[config.mk]
export PLATFORM = sky130hd
export DESIGN_NAME = game_match_tracker
export DESIGN_NICKNAME = d
export VERILOG_FILES = /design/src/rtl/game_match_tracker.sv
export SDC_FILE = /design/constraint.sdc
export NUM_CORES = 1
export LEC_CHECK = 0
export CORE_MARGIN = 2
export CORE_UTILIZATION = 33
export CTS_CLUSTER_DIAMETER = 200
export DETAILED_ROUTE_END_ITERATION = 7
export PLACE_DENSITY_LB_ADDON = 0.15
export SETUP_SLACK_MARGIN = 0.05
export SLEW_MARGIN = 20
export SYNTH_ARGS = -nofsm -noshare
export SYNTH_HDL_FRONTEND = slang
export SYNTH_SLANG_ARGS = --single-unit
[constraint.sdc]
create_clock -name clk -period 1.6 [get_ports clk]
set_input_delay 0.32 -clock clk [delete_from_list [all_inputs] [get_ports clk]]
set_output_delay 0.32 -clock clk [all_outputs]
set_load 0.02 [all_outputs]
[src/rtl/game_match_tracker.sv]
// Best-of-N match tracker: scores per-game results from the flags controller,
// declares the match winner through a valid/ack handshake and keeps statistics.
module game_match_tracker #(
  parameter int GAMES_TO_WIN = 3,
  parameter int SCORE_W      = 3
) (
  input  logic               clk,
  input  logic               rst,
  input  logic               gameover,
  input  logic [1:0]         who,
  input  logic               match_ack,
  output logic               match_valid,
  output logic [1:0]         match_who,
  output logic [SCORE_W-1:0] win_games,
  output logic [SCORE_W-1:0] lose_games,
  output logic [7:0]         matches_played,
  output logic [1:0]         streak_who,
  output logic [3:0]         streak_len,
  output logic [3:0]         missed,
  output logic               err_who
);

  localparam logic [SCORE_W-1:0] TARGET = SCORE_W'(GAMES_TO_WIN);

  typedef enum logic {PLAY = 1'b0, DONE = 1'b1} state_t;

  state_t             state, state_next;
  logic               gameover_d;
  logic               game_event;
  logic               legal;
  logic               win_side;
  logic [SCORE_W-1:0] score_inc;

  function automatic logic [3:0] sat_inc4(input logic [3:0] val);
    return (val == 4'd15) ? val : val + 4'd1;
  endfunction

  always_comb begin
    game_event = gameover & ~gameover_d;
    legal      = (who == 2'b01) || (who == 2'b10);
    win_side   = (who == 2'b10);
    score_inc  = win_side ? win_games + SCORE_W'(1) : lose_games + SCORE_W'(1);
  end

  always_ff @(posedge clk or posedge rst) begin
    if (rst) state <= PLAY;
    else     state <= state_next;
  end

  always_comb begin
    state_next = state;
    case (state)
      PLAY: if (game_event && legal && score_inc == TARGET) state_next = DONE;
      DONE: if (match_ack) state_next = PLAY;
      default: state_next = PLAY;
    endcase
  end

  // match_valid is a decode of the state register, so it stays registered.
  always_comb begin
    match_valid = (state == DONE);
  end

  always_ff @(posedge clk or posedge rst) begin
    if (rst) begin
      gameover_d     <= 1'b0;
      match_who      <= 2'b00;
      win_games      <= '0;
      lose_games     <= '0;
      matches_played <= 8'd0;
      streak_who     <= 2'b00;
      streak_len     <= 4'd0;
      missed         <= 4'd0;
      err_who        <= 1'b0;
    end else begin
      gameover_d <= gameover;
      if (game_event && !legal) err_who <= 1'b1;
      if (state == PLAY) begin
        if (game_event && legal) begin
          if (win_side) win_games  <= score_inc;
          else          lose_games <= score_inc;
          if (streak_who == who) begin
            streak_len <= sat_inc4(streak_len);
          end else begin
            streak_who <= who;
            streak_len <= 4'd1;
          end
          if (score_inc == TARGET) match_who <= who;
        end
      end else begin
        // A colliding event is counted as missed, never scored in the new match.
        if (game_event && legal) missed <= sat_inc4(missed);
        if (match_ack) begin
          win_games      <= '0;
          lose_games     <= '0;
          streak_who     <= 2'b00;
          streak_len     <= 4'd0;
          match_who      <= 2'b00;
          matches_played <= matches_played + 8'd1;
        end
      end
    end
  end

endmodule

Yosys cells after proc, flatten, opt, wreduce, memory -nomap -nowiden:

Cells that the tools add are included.

* bits in registers: 29
* logic and storage cells: 67
* bits of input ports: 6

* bitwise logic cells: 4
* reduce and logical (&&, ||, !) cells: 15
* add/sub/neg operators: 5
* mux-type cells: 23
* equal/unequal tests: 10

Operator list (count)
* $mux W3: 8
* $mux W4: 5
* $reduce_and A3 Y1: 6
* $mux W2: 7
* $add A4 B1 Y4 const B: 2
* $add A8 B1 Y8 const B: 1
* $eq A4 B4 Y1 const B: 2
* $add A3 B1 Y3 const B: 2
* $ne A2 B2 Y1 const B: 3
* $reduce_bool A2 Y1: 3
* $eq A3 B2 Y1 const B: 1
* $logic_and A1 B1 Y1: 3
* $ne A3 B3 Y1 const B: 1
* $not A1 Y1: 3
* $eq A2 B1 Y1 const B: 1
* $eq A2 B2 Y1: 1
* $eq A2 B2 Y1 const B: 1
* $mux W1: 2
* $pmux W1 S2: 1
* $reduce_and A2 Y1: 1
* $and A1 B1 Y1: 1
* $logic_not A1 Y1: 1
* $logic_or A1 B1 Y1: 1

Longest topological paths before layout:

Gate-level depths: netlist (run 1).

* depth in word-level cells: 6
* mapped depth: 8
* depth with buffers taken out: 7

Worst setup path after synthesis (run 1):

Ideal clock, no wire load.

* kind: input-to-reg
* start: in who[0]
* end: reg match_who[0]
* required time: 1.477 ns
* library setup time: 0.123 ns
* data arrival time: 1.698 ns
* buffers on the path: 1
* path slack: -0.221 ns
* stages: 8
* cells stage by stage: inv_1 > ha_1 > buf_2 > mux2_2 > ha_1 > xor2_1 > nand3_2 > mux2i_1

* word-level cells in the longest chain between the ends: 5

Ends and longest elaborated chain
* from (decl): RTL line 10 `input logic [1:0] who,`
* $eq A2 B2 Y1 / $eq A2 B1 Y1 (equally long branches): RTL line 40, 41
* $mux W3 / $logic_or A1 B1 Y1 (equally long branches): RTL line 42, 40
* $eq A3 B2 Y1 / $logic_and A1 B1 Y1 (equally long branches): RTL line 88, 79
* $reduce_bool A2 Y1 (no source line)
* $reduce_and A3 Y1 (no source line)
* to (signal assigned): RTL line 88 `if (score_inc == TARGET) match_who <= who;`
* to (decl): RTL line 13 `output logic [1:0] match_who,`

Parallel ways exist; a longest one is shown, timed or not. The select of a mux whose other input is x is not followed.
A chain may end at the register's enable or synchronous reset.

Final worst setup path (run 1):

* start: in who[0]
* end: reg match_who[1]

* word-level cells in the longest chain between the ends: 5

Ends and longest elaborated chain (RTL line)
* $eq A2 B2 Y1 / $eq A2 B1 Y1 (equally long branches): 40, 41
* $mux W3 / $logic_or A1 B1 Y1 (equally long branches): 42, 40
* $eq A3 B2 Y1 / $logic_and A1 B1 Y1 (equally long branches): 88, 79
* $reduce_bool A2 Y1 (no source line)
* $reduce_and A3 Y1 (no source line) *

Mark *: on every way between the ends. The rest lies on a longest branch, timed or not.

==> metrics.md, run 1 <==
| Metric | Value |
|---|---|
| Status | `finished, final reports clean` |
| CTS tree | `done` |
| Clock tree buffer depth | `2` |
| Starting density of the core | `34.05%` |
| Worst Max-Slew Pin Slew | `363.7 ps` |
| H-tree Lvls | `2` |
| Slew HR | `approximately three quarters` |
| Vias in the first global route | `1,276` |
| Final worst slack | `around 100 ps` |
| Metal2 WL | `approximately 1700 µm` |
| Final Slew Violations | `0` |
| Detailed-routing wirelength on met1 | `around 1600 µm` |
| Share of post-route cells with drive strength above 1 | `24.37%` |
| Crit path required time | `1800 ps` |
| Most used cell, CP | `ha_4` |
| Top cells by count, synth | `29 x dfrtp_1, 13 x nand2_1, 10 x inv_1` |
| Leak pwr | `0.001117 µW` |
| Largest net degree at the start of global routing | `30` |
| Nets | `about 210` |
| CTS buffer count | `5` |
| Die Width | `71.03 µm` |
| R2r worst-path depth | `5` |
| WL per Instance | `13.76 µm` |
| Drc violations | `0` |
| Clock root cell | `clkbuf_8` |
| Register area share after synthesis | `48.95%` |
| Num rows | `24` |
| HP Class | `input port to flop` |
| Final Setup Violations | `0` |
| Top routing layer used | `met3` |
| #FFs+latches synth | `29` |
| Post-placement setup slack | `-575.7 ps` |
| Synth top area share | `48.95%` |
| CP top delay family | `multiplexers` |
| Final Hold Fails | `0` |
| First-pass GRT wire length | `about 6100 µm` |
| RSZ-0062 raised after global routing | `false` |
| Crit path largest cell delay | `330 ps` |
| CP max stage cell | `mux2_4` |
| Reg clk slew, reported paths | `60 ps` |
| Overflow after GRT | `0` |
| Fraction of registers with async set/reset | `100.0%` |
| Yosys warning count | `0` |
| Syn avg cell area | `10.67 µm²` |
| Core area | `0.004354 mm²` |
| Skew final | `7.544 ps` |
| Die Area | `0.005045 mm²` |
| Mapped Cells | `139` |
| Antenna viol nets, final | `0` |
| Die Ht | `71.03 µm` |
| HPWL Detailed | `between 2000 and 3000 µm` |
| Maxcap violations | `0` |
| Setup TNS | `0 ps` |
| Area contributors post-synth | `dfrtp_1 49%, ha_1 5.1%, xor2_1 3.5%` |
| Number of diodes | `0` |
| CP max FO | `3` |
| Critical Path Stages | `9` |
| GRT Total Usage | `around 15%` |
| Top FF cell, synth | `dfrtp_1` |
| Buffers on Ports | `33` |
| Clock sinks | `29` |
| Distinct cells, synth | `36` |
| Met3 wire length | `138 µm` |
| Peak supply drop | `0.5822 mV` |
| Clk_lat worst skew | `280 ps` |
| GP Congestion | `about 0.8` |
| Kind of critical path | `input port to flop` |
| Area Growth Syn to Fin | `45.82%` |
| Critical Path Start Type | `input port` |
| Mapped Nets | `151` |
| Most used standard cell by instance count after synthesis | `dfrtp_1` |
| Largest area contributor in the netlist | `dfrtp_1` |
| Fmax | `667.3 MHz` |
| Vias per inst | `~5.0` |
| Setup crit end kind | `flop` |
| Worst Path Buf+Inv | `3` |
| Fin crit share | `93.66%` |
| Initial antenna violation count | `0` |
| EDFF count, synth | `0` |
| Crit path arrival time | `1690 ps` |
| Hold Path Depth | `1` |
| Mapped cell area | `0.001483 mm²` |
| Top-level port count | `34` |
| P per Cell Area | `1419 mW/mm²` |
| Critical Path, Cell by Cell | `buf_2 > buf_6 > inv_12 > ha_4 > mux2_4 > ha_4 > xor2_2 > nand3_2 > mux2i_1` |
| Final WL | `3427 µm` |
| 1st-iter DRT viols | `131` |
| Fin crit period | `1499 ps` |
| Drt pass-1 iters | `4` |
| DR vias | `1,234` |
-- worst reg2reg max path: cells and delay by family, from the launching register on --
family,cells,cell delay [ps]
mux,2,510
xor+xnor,1,140
fa+ha+maj,1,180
flops,1,430
simple gates,1,110
-- path summary, 6_finish.rpt --
path,start,slack [ps],to
max in group asynchronous,rst,900,match_valid$_DFF_PP0_
setup reg to reg,lose_games[0]$_DFFE_PP0P_,140,match_who[1]$_DFFE_PP0P_
setup / recovery,who[0],100,match_who[1]$_DFFE_PP0P_
min in group asynchronous,rst,410,matches_played[5]$_DFFE_PP0P_
hold reg to reg,matches_played[7]$_DFFE_PP0P_,470,matches_played[7]$_DFFE_PP0P_
hold / removal,gameover,260,gameover_d$_DFF_PP0_
-- final cells by class --
class / count / area, µm²
fill: 405 / 2192
multi-input combinational: 97 / 758.2
sequential: 29 / 726.9
timing repair buffer: 53 / 445.4
clock buffer: 7 / 86.33
tap: 52 / 65.06
inverter: 10 / 50.05
clock inverter: 1 / 30.03
-- through the flow --
stage	instance area [µm²]	hold WS [ps]	utilization, %	instances	total power (µW)
floorplan	1534	351.4	-	139	1790
global placement	2033	459.8	46.70	238	2356
detailed placement	2033	459.7	46.70	238	2393
CTS	2145	429.7	49.25	247	3080
global route	2162	260.2	49.66	249	3282
finish	2162	264.2	49.66	249	3069
-- logic make-up after synthesis --
group                      after synthesis  synth area share, %
xor gates and xnor gates                11                6.498
DFF                                     29                48.95
AOI/OAI and AO/OA                       25                10.55
buffers and inverters                   13                3.714
adders and majority gates                6                5.063
and+or+nand+nor                         46                18.73
muxes                                    9                6.498
-- what timing repair did --
action | 4_1_cts | 5_1_grt
endpoints found under the setup margin | 47 | 10
gates cloned | 0 | 0
pin swaps | 3 | 2
gates resized for setup | 38 | 7
setup buffers | 1 | 2
hold buffers | 0 | 0
-- power by group --
group          leakage, µW  internal (µW)  switching, µW
sequential        0.000372            915            196
clock            0.0000585            507            266
combinational     0.000686            551            634
-- layout by cell type, fill, tap and decap left out, types with 2 or more instances in the layout --
cell type / instances
dfrtp_1: 28
dlygate4sd2_1: 28
buf_4: 18
nand2_1: 13
nand3_1: 9
inv_1: 9
clkbuf_8: 6
xnor2_1: 5
o21ai_1: 5
xor2_1: 5
mux2i_1: 4
a21oi_1: 4
o21ai_0: 4
nor2_1: 4
ha_1: 4
nand3b_1: 3
nor3_1: 3
and3_1: 3
nand3_2: 2
nand2b_1: 2
mux2_2: 2
o31ai_1: 2
mux2_4: 2
ha_4: 2
clkdlybuf4s50_1: 2
buf_6: 2
-- per-layer routing --
layer | vias up | track usage [%]
li1 | 599 | -
met1 | 607 | 20.56
met2 | 28 | 24.71
met3 | 0 | 3.989
met4 | 0 | 4.403
met5 | - | 0
-- registers in the layout, summed over array words and instances, names as in the netlist --
register        count
streak_who          2
match_valid         1
missed              4
win_games           3
err_who             1
matches_played      8
streak_len          4
gameover_d          1
lose_games          3
match_who           2
Note: power is estimated with default switching activity, not from simulation.
==> run 2, diff against run 1 <==
--- a/config.mk
+++ b/config.mk
@@ -5,6 +5,7 @@
 export SDC_FILE = /design/constraint.sdc
 export NUM_CORES = 1
 export LEC_CHECK = 0
+export CORE_ASPECT_RATIO = 1.5
 export CORE_MARGIN = 2
 export CORE_UTILIZATION = 33
 export CTS_CLUSTER_DIAMETER = 200
==> metrics.md, run 2 (synthesis results as in run 1) <==
| Metric | Value |
|---|---|
| Status | `complete, but fails checks (was finished, final reports clean)` |
| Failing checks | `design-rule violations` |
| Crit path largest cell delay | `320 ps (was 330 ps)` |
| R2R Path Start | `match_valid$_DFF_PP0_ (was lose_games[0]$_DFFE_PP0P_)` |
| Max FFs per register | `8 (unchanged)` |
| CTS tree | `done (unchanged)` |
| Vias in the first global route | `1,261 (was 1,276)` |
| CP max stage cell | `mux2_4 (unchanged)` |
| Clk_lat worst skew | `280 ps (about the same)` |
| Kind of critical path | `input port to flop (unchanged)` |
| Worst Path Buf+Inv | `2 (was 3)` |
| Area Growth Syn to Fin | `44.05% (was 45.82%)` |
| Skew final | `6.711 ps (was 7.544 ps)` |
| Clock tree buffer depth | `2 (unchanged)` |
| Post-CTS Setup Repair Bufs | `0 (was 1)` |
| Antenna viol nets, final | `0 (unchanged)` |
| Crit path required time | `1800 ps (about the same)` |
| Most used cell, CP | `ha_4 (unchanged)` |
| P per Cell Area | `1409 mW/mm² (was 1419 mW/mm²)` |
| Final worst slack | `114.1 ps (was 101.5 ps)` |
| Num rows | `29 (was 24)` |
| Worst Max-Slew Pin Slew | `446.7 ps (was 363.7 ps)` |
| Largest Register | `matches_played (unchanged)` |
| Reg clk slew, reported paths | `60 ps (about the same)` |
| Finished Layout Cells | `242 (was 249)` |
| Largest net degree at the start of global routing | `30 (unchanged)` |
| DR vias | `1,227 (was 1,234)` |
| Die Ht | `86.10 µm (was 71.03 µm)` |
| Slew HR | `70.22% (was 75.75%)` |
| HPWL Detailed | `2509 µm (was 2566 µm)` |
| WL per Instance | `13.73 µm (was 13.76 µm)` |
| Dpl cells | `234 (was 238)` |
| Final WL | `3322 µm (was 3427 µm)` |
| Initial antenna violation count | `0 (unchanged)` |
| Number of diodes | `0 (unchanged)` |
| Final Setup Violations | `0 (unchanged)` |
| RSZ-0062 raised after global routing | `false (unchanged)` |
| Leak pwr | `0.001111 µW (was 0.001117 µW)` |
| Starting density of the core | `34.63% (was 34.05%)` |
| Clock sinks | `29 (unchanged)` |
| Fmax | `673.0 MHz (was 667.3 MHz)` |
| Die Area | `0.005056 mm² (was 0.005045 mm²)` |
| Most common cell after layout, fill and taps aside | `dfrtp_1` |
| Buffers on Ports | `33 (unchanged)` |
| Final Hold Fails | `0 (unchanged)` |
| Crit. Startpoint | `who[1] (was who[0])` |
| HP Class | `input port to flop (unchanged)` |
| Post-placement setup slack | `-559.4 ps (was -575.7 ps)` |
| Fin crit period | `1486 ps (was 1499 ps)` |
| Share of post-route cells with drive strength above 1 | `21.94% (was 24.37%)` |
| Core area | `0.004282 mm² (was 0.004354 mm²)` |
| Regs by FF count | `matches_played x8, missed x4, streak_len x4 (unchanged)` |
| First-pass GRT wire length | `5747 µm (was 6106 µm)` |
| GRT Total Usage | `14.90% (was 15.37%)` |
| Clock root cell | `clkbuf_8 (unchanged)` |
| 1st-iter DRT viols | `44 (was 131)` |
| Hold Crit Start | `gameover (unchanged)` |
| CP max FO | `4 (was 3)` |
| Setup crit end kind | `flop (unchanged)` |
| Final Slew Violations | `0 (unchanged)` |
| Drc violations | `4 (was 0)` |
| H-tree Lvls | `2 (unchanged)` |
| Hold-fix buffer count after cts | `0 (unchanged)` |
| CP top delay family | `adder cells (was multiplexers)` |
| Die Width | `58.73 µm (was 71.03 µm)` |
| Fin crit share | `92.87% (was 93.66%)` |
| Overflow after GRT | `0 (unchanged)` |
| GP Congestion | `0.8141 (was 0.7961)` |
| Nets | `207 (was 208)` |
| Vias per inst | `5.070 (was 4.956)` |
| Critical Path Start Type | `input port (unchanged)` |
| Peak supply drop | `0.6049 mV (was 0.5822 mV)` |
| Final Total Pwr | `3009 µW (was 3069 µW)` |
| Setup TNS | `0 ps (unchanged)` |
| CTS buffer count | `5 (unchanged)` |
| Critical Path, Cell by Cell | `clkdlybuf4s15_1 > ha_4 > mux2_4 > ha_4 > buf_4 > a21oi_1 > o21ai_0 > o21ai_1 (was buf_2 > buf_6 > inv_12 > ha_4 > mux2_4 > ha_4 > xor2_2 > nand3_2 > mux2i_1)` |
| Top-level port count | `34 (unchanged)` |
| Commonest non-fill, non-tap cells in the layout | `29 x dfrtp_1, 28 x dlygate4sd2_1, 18 x buf_4, 13 x nand2_1 (was 28 x dfrtp_1, 28 x dlygate4sd2_1, 18 x buf_4, 13 x nand2_1)` |
| Crit path arrival time | `1690 ps (about the same)` |
| Maxcap violations | `0 (unchanged)` |
| Drt pass-1 iters | `6 (was 4)` |
[run 2: layout make-up]
type / count / area (µm²)
clock buffer: 7 / 86.33
clock inverter: 1 / 30.03
fill: 411 / 2146
inverter: 10 / 50.05
multi-input combinational: 97 / 747.0
sequential: 29 / 725.7
tap: 46 / 57.56
timing repair buffer: 52 / 439.2
[run 2: final timing paths]
path                                                 end  slack, ps  depth (start not counted)
setup / recovery                win_games[2]$_DFFE_PP0P_        110                          8
hold / removal                      gameover_d$_DFF_PP0_        340                          2
setup reg to reg               streak_len[3]$_DFFE_PP0P_        150                          4
hold reg to reg            matches_played[7]$_DFFE_PP0P_        470                          1
max in group asynchronous      lose_games[1]$_DFFE_PP0P_        890                          3
min in group asynchronous  matches_played[2]$_DFFE_PP0P_        420                          3
[run 2: worst register-to-register path: stages, from the launching register on]
cell and delay [ps]:
dfrtp_1 470, buf_4 200, a21oi_2 390, nor2_1 90
o22a_1 200
[run 2: what timing repair did]
action	CTS	global route
setup endpoints to repair	47	5
resized for setup	33	4
endpoints found under the hold margin	0	0
pin swaps	2	0
[run 2: where the power goes]
part | internal (µW) | switching [µW]
Combinational | 527 | 608
Sequential | 914 | 193
Clock | 507 | 261
Total | 1950 | 1060
[run 2: layer usage]
metal  wire, µm  track usage, %  up-vias
met3        145           4.374        8
met5          0               0        -
met1       1366           16.62      595
li1           -               -      593
met2       1733           25.56       31
met4         76           6.612        0
[run 2: per-stage QoR]
stage / util (%) / cell area [µm²] / hold WS (ps)
floorplan: - / 1534 / 351.4
global placement: 47.66 / 2041 / 458.2
detailed placement: 47.66 / 2041 / 468.5
CTS: 49.50 / 2120 / 432.3
global route: 49.88 / 2136 / 341.3
finish: 49.88 / 2136 / 335.5
